--- config.mk ---
export PLATFORM = sky130hd
export DESIGN_NAME = states_fill_responder_flat
export DESIGN_NICKNAME = d
export VERILOG_FILES = /design/src/rtl/states_fill_responder_if.sv /design/src/rtl/states_fill_responder.sv /design/src/flat_wrapper.sv
export SDC_FILE = /design/constraint.sdc
export NUM_CORES = 1
export LEC_CHECK = 0
export CAP_MARGIN = 25
export CELL_PAD_IN_SITES_DETAIL_PLACEMENT = 1
export CELL_PAD_IN_SITES_GLOBAL_PLACEMENT = 2
export CORE_MARGIN = 2
export CORE_UTILIZATION = 34
export CTS_CLUSTER_SIZE = 10
export DETAILED_ROUTE_END_ITERATION = 7
export GPL_ROUTABILITY_DRIVEN = 0
export PLACE_DENSITY_LB_ADDON = 0.1
export SETUP_SLACK_MARGIN = 0.2
export SLEW_MARGIN = 20
export SYNTH_ARGS = -nofsm -noshare
export SYNTH_HDL_FRONTEND = slang
export SYNTH_SLANG_ARGS = --single-unit
--- constraint.sdc ---
create_clock -name clk -period 4 [get_ports clk]
set_clock_uncertainty 0.2 [all_clocks]
set_input_delay 1 -clock clk [delete_from_list [all_inputs] [get_ports clk]]
set_output_delay 1 -clock clk [all_outputs]
set_load 0.1 [all_outputs]
--- src/rtl/states_fill_responder_if.sv ---
// -----------------------------------------------------------------------------
// states_fill_responder_if
// Handshake and LED bus between a mode sequencer and one fill-hold-drain
// pattern engine.
//   enabler : mode-on qualifier (sequencer -> responder)
//   stBegin : level run request (sequencer -> responder)
//   dir     : fill/drain origin, 0 = bit 0, 1 = bit WIDTH-1 (sequencer -> responder)
//   out     : LED pattern (responder -> ledChooser)
//   stOver  : one-cycle completion pulse (responder -> sequencer)
//   busy    : high while the pattern is running (responder -> sequencer)
//   state   : debug state code (responder -> sequencer)
// -----------------------------------------------------------------------------
interface states_fill_responder_if #(
    parameter int WIDTH = 18
);
    logic             enabler;
    logic             stBegin;
    logic             dir;
    logic [WIDTH-1:0] out;
    logic             stOver;
    logic             busy;
    logic [2:0]       state;

    modport master (
        output enabler, stBegin, dir,
        input  out, stOver, busy, state
    );

    modport slave (
        input  enabler, stBegin, dir,
        output out, stOver, busy, state
    );
endinterface

--- src/rtl/states_fill_responder.sv ---
// -----------------------------------------------------------------------------
// states_fill_responder
// Responder end of the stBegin/stOver handshake. While stBegin is held it
// lights the LED bus one step at a time (FILL), keeps it fully lit (HOLD),
// clears it one step at a time from the same end (DRAIN), then pulses stOver
// for one cycle (DONE) and returns to IDLE. A still-high stBegin re-arms it.
// Ports:
//   clk      : step clock
//   async_rs : asynchronous active-low reset
//   bus      : slave side of states_fill_responder_if (enabler, stBegin, dir
//              in; out, stOver, busy, state out). All outputs are registered.
// -----------------------------------------------------------------------------
module states_fill_responder #(
    parameter int WIDTH       = 18,
    parameter int HOLD_CYCLES = 4,
    parameter int STEP_DIV    = 1
) (
    input  logic                          clk,
    input  logic                          async_rs,
    states_fill_responder_if.slave        bus
);

    localparam int STEP_W = $clog2(WIDTH + 1);
    // Degenerate counters (STEP_DIV=1, HOLD_CYCLES=0) still get one bit.
    localparam int DIV_W  = (STEP_DIV > 1) ? $clog2(STEP_DIV) : 1;
    localparam int HOLD_W = (HOLD_CYCLES > 0) ? $clog2(HOLD_CYCLES + 1) : 1;

    localparam logic [STEP_W-1:0] STEP_LAST = STEP_W'(WIDTH);
    localparam logic [DIV_W-1:0]  DIV_LAST  = DIV_W'(STEP_DIV - 1);
    localparam logic [HOLD_W-1:0] HOLD_LAST = HOLD_W'((HOLD_CYCLES > 0) ? HOLD_CYCLES - 1 : 0);

    typedef enum logic [2:0] {
        ST_IDLE  = 3'd0,
        ST_FILL  = 3'd1,
        ST_HOLD  = 3'd2,
        ST_DRAIN = 3'd3,
        ST_DONE  = 3'd4
    } state_t;

    state_t            state_q, state_d;
    logic [STEP_W-1:0] step_q, step_d;
    logic [DIV_W-1:0]  div_q, div_d;
    logic [HOLD_W-1:0] hold_q, hold_d;
    logic              dir_q, dir_d;
    logic [WIDTH-1:0]  out_q, out_d;
    logic              stover_q, stover_d;
    logic              busy_q, busy_d;

    logic              tick_s;
    logic [STEP_W-1:0] step_nx_s;

    // n LEDs lit, counted from bit 0 (d=0) or from bit WIDTH-1 (d=1).
    function automatic logic [WIDTH-1:0] fill_pat(input logic [STEP_W-1:0] n, input logic d);
        logic [WIDTH-1:0] p;
        p = '0;
        for (int i = 0; i < WIDTH; i++) begin
            if (d) begin
                p[i] = (i >= WIDTH - int'(n));
            end else begin
                p[i] = (i < int'(n));
            end
        end
        return p;
    endfunction

    // n LEDs cleared, counted from the same end the fill started.
    function automatic logic [WIDTH-1:0] drain_pat(input logic [STEP_W-1:0] n, input logic d);
        logic [WIDTH-1:0] p;
        p = '0;
        for (int i = 0; i < WIDTH; i++) begin
            if (d) begin
                p[i] = (i < WIDTH - int'(n));
            end else begin
                p[i] = (i >= int'(n));
            end
        end
        return p;
    endfunction

    assign tick_s    = (div_q == DIV_LAST);
    assign step_nx_s = step_q + STEP_W'(1);

    // Next-state, counter and output computation.
    always_comb begin
        state_d  = state_q;
        step_d   = step_q;
        div_d    = div_q;
        hold_d   = hold_q;
        dir_d    = dir_q;
        out_d    = out_q;
        stover_d = 1'b0;

        if (!bus.enabler) begin
            state_d = ST_IDLE;
            out_d   = '0;
            step_d  = '0;
            div_d   = '0;
            hold_d  = '0;
        end else if (!bus.stBegin &&
                     (state_q == ST_FILL || state_q == ST_HOLD || state_q == ST_DRAIN)) begin
            // Request withdrawn mid-run: abort silently, no completion pulse.
            state_d = ST_IDLE;
            out_d   = '0;
            step_d  = '0;
            div_d   = '0;
            hold_d  = '0;
        end else begin
            case (state_q)
                ST_IDLE: begin
                    out_d = '0;
                    if (bus.stBegin) begin
                        state_d = ST_FILL;
                        step_d  = '0;
                        div_d   = '0;
                        hold_d  = '0;
                        dir_d   = bus.dir;
                    end else begin
                        state_d = ST_IDLE;
                    end
                end
                ST_FILL: begin
                    if (tick_s) begin
                        div_d  = '0;
                        step_d = step_nx_s;
                        out_d  = fill_pat(step_nx_s, dir_q);
                        if (step_nx_s == STEP_LAST) begin
                            hold_d = '0;
                            if (HOLD_CYCLES == 0) begin
                                state_d = ST_DRAIN;
                                step_d  = '0;
                            end else begin
                                state_d = ST_HOLD;
                            end
                        end else begin
                            state_d = ST_FILL;
                        end
                    end else begin
                        div_d = div_q + DIV_W'(1);
                    end
                end
                ST_HOLD: begin
                    if (hold_q == HOLD_LAST) begin
                        state_d = ST_DRAIN;
                        step_d  = '0;
                        div_d   = '0;
                    end else begin
                        hold_d = hold_q + HOLD_W'(1);
                    end
                end
                ST_DRAIN: begin
                    if (tick_s) begin
                        div_d  = '0;
                        step_d = step_nx_s;
                        out_d  = drain_pat(step_nx_s, dir_q);
                        // Last LED cleared: completion pulse coincides with out=0.
                        if (step_nx_s == STEP_LAST) begin
                            state_d  = ST_DONE;
                            stover_d = 1'b1;
                        end else begin
                            state_d = ST_DRAIN;
                        end
                    end else begin
                        div_d = div_q + DIV_W'(1);
                    end
                end
                ST_DONE: begin
                    // Unconditional single cycle; stBegin is not looked at here.
                    state_d = ST_IDLE;
                    out_d   = '0;
                end
                default: begin
                    state_d = ST_IDLE;
                    out_d   = '0;
                    step_d  = '0;
                    div_d   = '0;
                    hold_d  = '0;
                end
            endcase
        end

        busy_d = (state_d == ST_FILL) || (state_d == ST_HOLD) || (state_d == ST_DRAIN);
    end

    // State, counters and registered outputs.
    always_ff @(posedge clk or negedge async_rs) begin
        if (!async_rs) begin
            state_q  <= ST_IDLE;
            step_q   <= '0;
            div_q    <= '0;
            hold_q   <= '0;
            dir_q    <= 1'b0;
            out_q    <= '0;
            stover_q <= 1'b0;
            busy_q   <= 1'b0;
        end else begin
            state_q  <= state_d;
            step_q   <= step_d;
            div_q    <= div_d;
            hold_q   <= hold_d;
            dir_q    <= dir_d;
            out_q    <= out_d;
            stover_q <= stover_d;
            busy_q   <= busy_d;
        end
    end

    assign bus.out    = out_q;
    assign bus.stOver = stover_q;
    assign bus.busy   = busy_q;
    assign bus.state  = state_q;

endmodule
--- src/flat_wrapper.sv ---
// flat-port wrapper written by rule: the top's interface ports become plain ports
module states_fill_responder_flat 
#(
    parameter int WIDTH       = 18,
    parameter int HOLD_CYCLES = 4,
    parameter int STEP_DIV    = 1
)
  (clk, async_rs, bus_enabler, bus_stBegin, bus_dir, bus_out, bus_stOver, bus_busy, bus_state);
  states_fill_responder_if #(.WIDTH(WIDTH)) bus_i ();
  input  logic clk;
  input  logic async_rs;
  input wire logic [$bits(bus_i.enabler)-1:0] bus_enabler;
  input wire logic [$bits(bus_i.stBegin)-1:0] bus_stBegin;
  input wire logic [$bits(bus_i.dir)-1:0] bus_dir;
  output wire logic [$bits(bus_i.out)-1:0] bus_out;
  output wire logic [$bits(bus_i.stOver)-1:0] bus_stOver;
  output wire logic [$bits(bus_i.busy)-1:0] bus_busy;
  output wire logic [$bits(bus_i.state)-1:0] bus_state;
  assign bus_i.enabler = bus_enabler;
  assign bus_i.stBegin = bus_stBegin;
  assign bus_i.dir = bus_dir;
  assign bus_out = bus_i.out;
  assign bus_stOver = bus_i.stOver;
  assign bus_busy = bus_i.busy;
  assign bus_state = bus_i.state;
  states_fill_responder #(.WIDTH(WIDTH), .HOLD_CYCLES(HOLD_CYCLES), .STEP_DIV(STEP_DIV)) u_core (.clk(clk), .async_rs(async_rs), .bus(bus_i));
endmodule
==> results.toml, run 1 <==
[timing]
rsz0062_at_grt = "no"
setup_tns_ps = 0
fin_crit_ps = 3300
maxSlewHeadroom = 0.340
final_hold_viol_count = 0
post-route-period-util = 0.824
setup_viol = 0
clock.fmax_mhz = 303
final_max_slew_viol_count = 0
worst_slew_pin_slew_ps = 988

[clock_network]
cts_tree = "done"
htreeDepth = 2
cts_root_buffer = "clkbuf_8"
numClockSinks = 32
cts_buffers = 5
cts.reportedPaths.clkPinSlew_ps = 70
post-cts-setup-buffer-count = 0
cts_hold_buf = 0
cts_buffer_depth = 2
postCtsResizedCells = 0
clk_latency_ps = 290

[detailed_routing]
drc = 0
wl_per_cell_um = 20.3
vias = 2765
drt_pass1_iterations = 4
drt_iter0_drc = 149
wirelength_um = 9500
viasPerCell = 5.92
postRouteAntennaNets = 0

[final_layout]
nets = 375
design_area_sq_um = 3230
syn_to_final_growth_pct = 16.4
fin_util = 0.413
final_common_cell = "nand2_1"
drive_gt1_frac = 0.132
diodes = 0
final_cell_mix = "39 x nand2_1, 32 x dfrtp_1, 30 x a21oi_1"

[setup_path]
crit_arrival_ps = 3270
worstRegToRegCells = 9
crit_type = "flip-flop to flip-flop"
cp-end-kind = "flip-flop"
crit_required_ps = 3970
critPathMaxFanout = 15
cp-start-kind = "flip-flop"

[logic_synthesis]
synth_cells = 344
avgSynthCellArea_sq_um = 8.06
synth-seq-area-share = 0.289
synth_warnings = 0
synth-seq-cells = 32
synth_area_sq_um = 2770
synth_ff_type = "dfrtp_1"
synth-edff-count = 0
ys_types = 72
synthArstFlopShare = 1.00
syn_nets = 355

[place]
place_area_sq_um = 3120
dp_hpwl_um = 6980
portBuffers = 27

[min_path]
worstHoldPathType = "flip-flop to flip-flop"
whs_path_depth = 1

[die]
core-area_sq_um = 7810
fp.dieW_um = 94.3
dieArea_sq_um = 8890
initial_core_util = 0.355
pin_count = 28
rows = 32
fp.dieH_um = 94.3

[pwr]
ir_worst_vdd_v = 0.000112
p_leak_nw = 1.28
powerDensity_nw_per_um2 = 257

[grt]
grt_usage = 0.229
grt_max_degree = 33
antenna_found_initial = 0
grt_pass1_wl_um = 15500
globalRouteOverflowTotal = 0
grt_pass1_vias = 2856

[flow_run]
max_cap_violations = 0

[outcome]
status = "finished, final reports clean"
[path summary, 6_finish.rpt]
check	from	endpoint	slack (ps)
worst max-delay path	u_core.step_q[1]$_DFFE_PN0P_	u_core.bus.out[4]$_DFFE_PN0P_	700
worst min-delay path	u_core.hold_q[0]$_DFFE_PN0P_	u_core.hold_q[0]$_DFFE_PN0P_	290
max in group asynchronous	async_rs	u_core.bus.out[8]$_DFFE_PN0P_	2340
worst min register to register	u_core.hold_q[0]$_DFFE_PN0P_	u_core.hold_q[0]$_DFFE_PN0P_	290
worst max register to register	u_core.step_q[1]$_DFFE_PN0P_	u_core.bus.out[4]$_DFFE_PN0P_	700
min in group asynchronous	async_rs	u_core.bus.out[11]$_DFFE_PN0P_	940
[cells in the mapped netlist, drive strengths merged (3+ instances only)]
| cell type | instances | area [sq um] |
|---|---|---|
| o31ai | 6 | 58.8 |
| a21oi | 31 | 159 |
| nor4 | 3 | 25.0 |
| nand2b | 8 | 50.1 |
| a21boi | 3 | 26.3 |
| xor2 | 4 | 57.6 |
| buf | 17 | 111 |
| nand2 | 39 | 146 |
| o21ai | 29 | 145 |
| and2 | 4 | 25.0 |
| nand4 | 3 | 18.8 |
| and3 | 4 | 25.0 |
| mux2 | 3 | 33.8 |
| xnor2 | 6 | 67.6 |
| a31oi | 7 | 43.8 |
| dfrtp | 32 | 801 |
| nand3b | 3 | 22.5 |
| o31a | 3 | 26.3 |
| o21a | 4 | 30.0 |
| mux2i | 3 | 30.0 |
| o211ai | 3 | 22.5 |
| clkbuf | 11 | 41.3 |
| a211oi | 5 | 42.5 |
| a221o | 4 | 40.0 |
| nand3 | 12 | 70.1 |
| a221oi | 3 | 26.3 |
| o311ai | 3 | 26.3 |
| o22ai | 4 | 25.0 |
| ha | 6 | 75.1 |
| a32oi | 4 | 35.0 |
| nor3 | 13 | 70.1 |
| inv | 10 | 37.5 |
| nor2 | 27 | 111 |
[flip-flops by register name (all words and copies together) (netlist names)]
register           count
u_core.bus.out        18
u_core.bus.state       3
u_core.dir_q           1
u_core.bus.stOver      1
u_core.bus.busy        1
u_core.step_q          5
u_core.hold_q          3
[stage by stage]
step	power, mW	worst slack (ps)	std cells	hold WS, ps
after floorplan	0.463	1130	344	257
after global placement	0.520	804	459	267
after detailed placement	0.520	754	459	283
after CTS	0.839	733	467	294
after global routing	0.864	541	467	315
final	0.828	705	467	286
[cells by family after synthesis]
| family | share of synthesized area |
|---|---|
| adder cells (fa/ha/maj) | 0.0271 |
| XOR/XNOR | 0.0451 |
| buffers and inverters | 0.0686 |
| AND/OR/NAND/NOR | 0.226 |
| AO/OA/AOI/OAI | 0.321 |
| flip-flops | 0.289 |
| multiplexers | 0.0230 |
[worst max-delay path, stage by stage (launching register included)]
cell	delay (ps)
dfrtp_1	630
ha_1	360
nand3_2	200
xor2_2	470
buf_4	270
a21oi_1	90
a311oi_2	380
a21boi_2	250
nor3_1	70
a221o_1	260
[layer usage]
metal	vias up	global-route usage	routed length, um
li1	1317	-	-
met1	1370	0.313	4520
met2	64	0.370	4490
met3	14	0.0321	318
met4	0	0.0797	167
met5	-	0	0
[cell type report]
class | instances | area, sq um
fillers | 959 | 4580
multi-input cells | 274 | 1790
flip-flops and latches | 32 | 801
repair buffers | 41 | 368
well taps | 102 | 128
clock buffers | 6 | 72.6
inverters | 10 | 37.5
clock inverters | 2 | 35.0
[report_power, final]
group          internal [mW]  switching (mW)  total (mW)
combinational         0.0498           0.119       0.169
clock                  0.185           0.128       0.313
sequential             0.330          0.0168       0.347
total                  0.565           0.263       0.828
No activity file was read; power rests on OpenSTA's default activity.
==> run 2: changes to the inputs <==
Settings changed: CORE_UTILIZATION 34 to 31.
Clock period 4 ns to 2.66 ns, I/O delays scaled along.
==> results.toml, run 2 (synthesized netlist as in run 1, its figures left out) <==
[timing]
final_hold_viol_count = 0
rsz0062_at_grt = "yes"
hold_ws_ps = 288
fin_crit_ps = 2640
post-route-period-util = 0.991
clock.fmax_mhz = 379
fin_ws_ps = 24.7
maxSlewHeadroom = 0.694
worst_slew_pin_slew_ps = 459
setup_viol = 0
final_max_slew_viol_count = 0

[detailed_routing]
wirelength_um = 10500
vias = 2975
wl_per_cell_um = 19.5
postRouteAntennaNets = 0
drt_pass1_iterations = 4
drt_iter0_drc = 86
drc = 0
viasPerCell = 5.55

[final_layout]
diodes = 0
drive_gt1_frac = 0.388
final_common_cell = "buf_4"
layout.cells.non_filler = 536
multi_input_comb_area_sq_um = 2060
largest_register_ffs = 18
final_cell_mix = "93 x buf_4, 37 x nand2_1, 29 x dfrtp_1"
fillCellCount = 1045
nets = 438
syn_to_final_growth_pct = 43.9
register_area_sq_um = 805

[outcome]
status = "finished, final reports clean"

[die]
fp.dieW_um = 98.6
fp.dieH_um = 98.6
core-area_sq_um = 8680
dieArea_sq_um = 9710
initial_core_util = 0.319
pin_count = 28
rows = 34

[setup_path]
crit_arrival_ps = 2610
crit_path_top_delay_cell = "or4b_4"
cp-start-kind = "flip-flop"
critPathMaxFanout = 5
crit_type = "flip-flop to flip-flop"
crit_required_ps = 2630
cp-end-kind = "flip-flop"
crit_path_max_incr_delay_ps = 470
crit_family = "compound AO/OA/AOI/OAI gates"
path_cells = "buf_6, ha_4, or4b_4, o221ai_4, nor2_4, a311oi_2, a21boi_2, nor3_1, a221o_1"
crit_buf_inv = 1

[clock_network]
cts_hold_buf = 0
clk_latency_ps = 290
htreeDepth = 2
cts_tree = "done"
cts_buffer_depth = 2
cts.reportedPaths.clkPinSlew_ps = 80
cts_buffers = 5
cts_root_buffer = "clkbuf_8"
numClockSinks = 32

[pwr]
p_sw_frac = 0.324
p_comb_frac = 0.263
p_seq_frac = 0.377
clockPowerShare = 0.360
ir_worst_vdd_v = 0.000182
powerDensity_nw_per_um2 = 337
p_int_mw = 0.909
p_sw_mw = 0.436
p_leak_nw = 1.70

[grt]
grt_max_degree = 33
globalRouteOverflowTotal = 0
grt_pass1_wl_um = 17400
grt_usage = 0.225
grt_pass1_vias = 3098
grtUsageMet1 = 0.321
grtUsageMet3 = 0.0241
antenna_found_initial = 0
busiest_layer = "met2"
gr-usage-met2 = 0.373

[flow_run]
max_cap_violations = 0

[place]
dp_slack_ps = -95.0
placedCellCount = 518
portBuffers = 27
dp_hpwl_um = 7880

[min_path]
worstHoldPathType = "flip-flop to flip-flop"
-- run 2: cell count changes in the layout (fill, tap and decap cells not counted), sizes merged --
cell           previous run  this run
buf                      17       100
clkdlybuf4s50            24         4
-- run 2: final timing paths --
check                                        startpoint                            end  slack, ps  cells past startpoint
max in group asynchronous                      async_rs  u_core.bus.state[0]$_DFF_PN0_       1320                      2
max                        u_core.step_q[1]$_DFFE_PN0P_  u_core.bus.out[4]$_DFFE_PN0P_         20                      9
min in group asynchronous                      async_rs   u_core.step_q[1]$_DFFE_PN0P_        590                      2
min                        u_core.hold_q[0]$_DFFE_PN0P_   u_core.hold_q[0]$_DFFE_PN0P_        290                      1
min reg2reg                u_core.hold_q[0]$_DFFE_PN0P_   u_core.hold_q[0]$_DFFE_PN0P_        290                      1
max reg2reg                u_core.step_q[1]$_DFFE_PN0P_  u_core.bus.out[4]$_DFFE_PN0P_         20                      9
-- run 2: power groups by stage --
stage	logic [mW]	clock network [mW]	registers, mW
after floorplan	0.139	0	0.562
after global placement	0.314	0	0.516
after detailed placement	0.316	0	0.516
after CTS	0.340	0.502	0.506
after global routing	0.382	0.520	0.509
final	0.354	0.485	0.507
-- run 2: per-layer routing --
layer  up-vias  share of wire
li1       1444              -
met1      1488           0.49
met2        34           0.49
met3         9          0.019
met4         0         0.0097
met5         -              0
-- run 2: area by class of cell --
cell class / count / area share
Inverter: 10 / 0.00941
Clock inverter: 2 / 0.00878
Multi-Input combinational cell: 274 / 0.517
Clock buffer: 6 / 0.0182
Sequential cell: 32 / 0.202
Tap cell: 108 / 0.0339
Timing Repair Buffer: 104 / 0.211
-- run 2: metrics by stage --
stage / instance area [sq um] / total power [mW] / utilization / setup TNS, ps
final: 3990 / 1.35 / 0.460 / 0
after global routing: 3990 / 1.41 / 0.460 / -499
after CTS: 3810 / 1.35 / 0.439 / 0
after detailed placement: 3530 / 0.832 / 0.407 / -324
after global placement: 3530 / 0.830 / 0.407 / -213
after floorplan: 2820 / 0.701 / - / -43.2
-- run 2: repair_timing --
item                       4_1_cts  5_1_grt
gates resized for setup         30       21
setup buffers                    3        7
setup endpoints to repair       22       22
pin swaps                        9        8
==> run 3: changes to the inputs <==
Settings changed: CTS_BUF_LIST set to sky130_fd_sc_hd__clkbuf_16.
==> results.toml, run 3 (synthesized netlist as in run 1, its figures left out) <==
[grt]
antenna_found_initial = 0
grt_pass1_wl_um = 17500
grt_usage = 0.226
grt_max_degree = 33
grt_pass1_vias = 3176
globalRouteOverflowTotal = 0

[detailed_routing]
viasPerCell = 5.63
wirelength_um = 10500
drt_iter0_drc = 79
postRouteAntennaNets = 0
wl_per_cell_um = 19.8
drc = 0
vias = 3001
drt_pass1_iterations = 4

[final_layout]
drive_gt1_frac = 0.376
largest_register_ffs = 18
design_area_sq_um = 3980
final_common_cell = "buf_4"
fin_util = 0.459
layout.cells.non_filler = 533
syn_to_final_growth_pct = 43.6
nets = 435
final_cell_mix = "92 x buf_4, 37 x nand2_1, 29 x dfrtp_1"
multi_input_comb_area_sq_um = 2030
diodes = 0
register_area_sq_um = 805
fillCellCount = 1043

[clock_network]
cts_hold_buf = 0
clk_latency_ps = 280
cts_buffers = 5
numClockSinks = 32
cts_tree = "done"
cts.reportedPaths.clkPinSlew_ps = 60
htreeDepth = 2
cts_buffer_depth = 2
cts_root_buffer = "clkbuf_16"

[die]
rows = 34
pin_count = 28
initial_core_util = 0.319
core-area_sq_um = 8680
fp.dieH_um = 98.6
dieArea_sq_um = 9710
fp.dieW_um = 98.6

[timing]
final_hold_viol_count = 0
maxSlewHeadroom = 0.693
setup_viol = 0
post-route-period-util = 0.990
rsz0062_at_grt = "yes"
clock.fmax_mhz = 380
setup_tns_ps = 0
fin_crit_ps = 2630
final_max_slew_viol_count = 0
worst_slew_pin_slew_ps = 461

[place]
dp_hpwl_um = 7880
portBuffers = 27
place_area_sq_um = 3530
placedCellCount = 518

[pwr]
powerDensity_nw_per_um2 = 382
p_total_mw = 1.52
ir_worst_vdd_v = 0.000223
p_sw_frac = 0.298
p_leak_nw = 1.71
p_sw_mw = 0.453
p_seq_frac = 0.334
clockPowerShare = 0.434
p_comb_frac = 0.232
p_int_mw = 1.07

[setup_path]
crit_required_ps = 2620
cp-end-kind = "flip-flop"
crit_arrival_ps = 2590
crit_type = "flip-flop to flip-flop"
cp-start-kind = "flip-flop"
critPathMaxFanout = 5

[outcome]
status = "finished, final reports clean"

[flow_run]
max_cap_violations = 0

[min_path]
worstHoldPathType = "flip-flop to flip-flop"
==> run 3: changes by cell type in the layout (fill, tap and decap cells not counted), moves of 2 or more <==
cell	delta
clkbuf_16	+5
clkbuf_8	-5
o21ai_0	-3
o21ai_1	+3
a21oi_2	-2
==> run 3: final timing paths <==
kind	startpoint	endpoint	slack [ps]	cells after the start
max in group asynchronous	async_rs	u_core.bus.state[0]$_DFF_PN0_	1300	2
worst min register to register	u_core.hold_q[0]$_DFFE_PN0P_	u_core.hold_q[0]$_DFFE_PN0P_	290	1
min in group asynchronous	async_rs	u_core.bus.out[10]$_DFFE_PN0P_	610	2
worst max-delay path	u_core.step_q[1]$_DFFE_PN0P_	u_core.bus.out[8]$_DFFE_PN0P_	30	10
worst min-delay path	u_core.hold_q[0]$_DFFE_PN0P_	u_core.hold_q[0]$_DFFE_PN0P_	290	1
worst max register to register	u_core.step_q[1]$_DFFE_PN0P_	u_core.bus.out[8]$_DFFE_PN0P_	30	10
==> run 3: worst max-delay path, cell delays in order, from the launching register on <==
cell      delay (ps)
dfrtp_1          410
buf_6            140
ha_4             290
or4b_4           470
o221ai_4         100
nor2_4           100
buf_4            160
nand2_1           50
o21ai_0           70
and2_1           170
o32a_1           350
==> run 3: layout make-up <==
type | instances | area share
clock buffers | 5 | 0.0314
clock inverters | 3 | 0.00975
inverters | 10 | 0.00943
multi-input cells | 274 | 0.511
flip-flops and latches | 32 | 0.202
well taps | 108 | 0.0340
repair buffers | 101 | 0.202
==> run 3: through the flow <==
step                      setup WS, ps  hold slack (ps)
after floorplan                  -43.2              169
after global placement            -135              277
after detailed placement         -95.0              285
after CTS                         42.2              292
after global routing              -123              317
final                             27.4              285
==> run 3: per-layer routing <==
layer / vias up / global-route usage / wire [um]
met5: - / 0 / 0
met4: 0 / 0.0485 / 161
met3: 12 / 0.0284 / 294
met2: 55 / 0.385 / 4980
met1: 1489 / 0.310 / 5090
li1: 1445 / - / -
==> run 3: power groups by stage <==
stage                     logic, mW  clock network, mW  registers, mW
after floorplan               0.139                  0          0.562
after global placement        0.314                  0          0.516
after detailed placement      0.316                  0          0.516
after CTS                     0.346              0.678          0.507
after global routing          0.380              0.700          0.510
final                         0.353              0.659          0.508
==> run 3: timing repair <==
item | CTS | global route
setup endpoints to repair | 22 | 22
buffers inserted | 5 | 2
cloned | 0 | 0
pin swaps | 10 | 7
gates resized for setup | 35 | 14
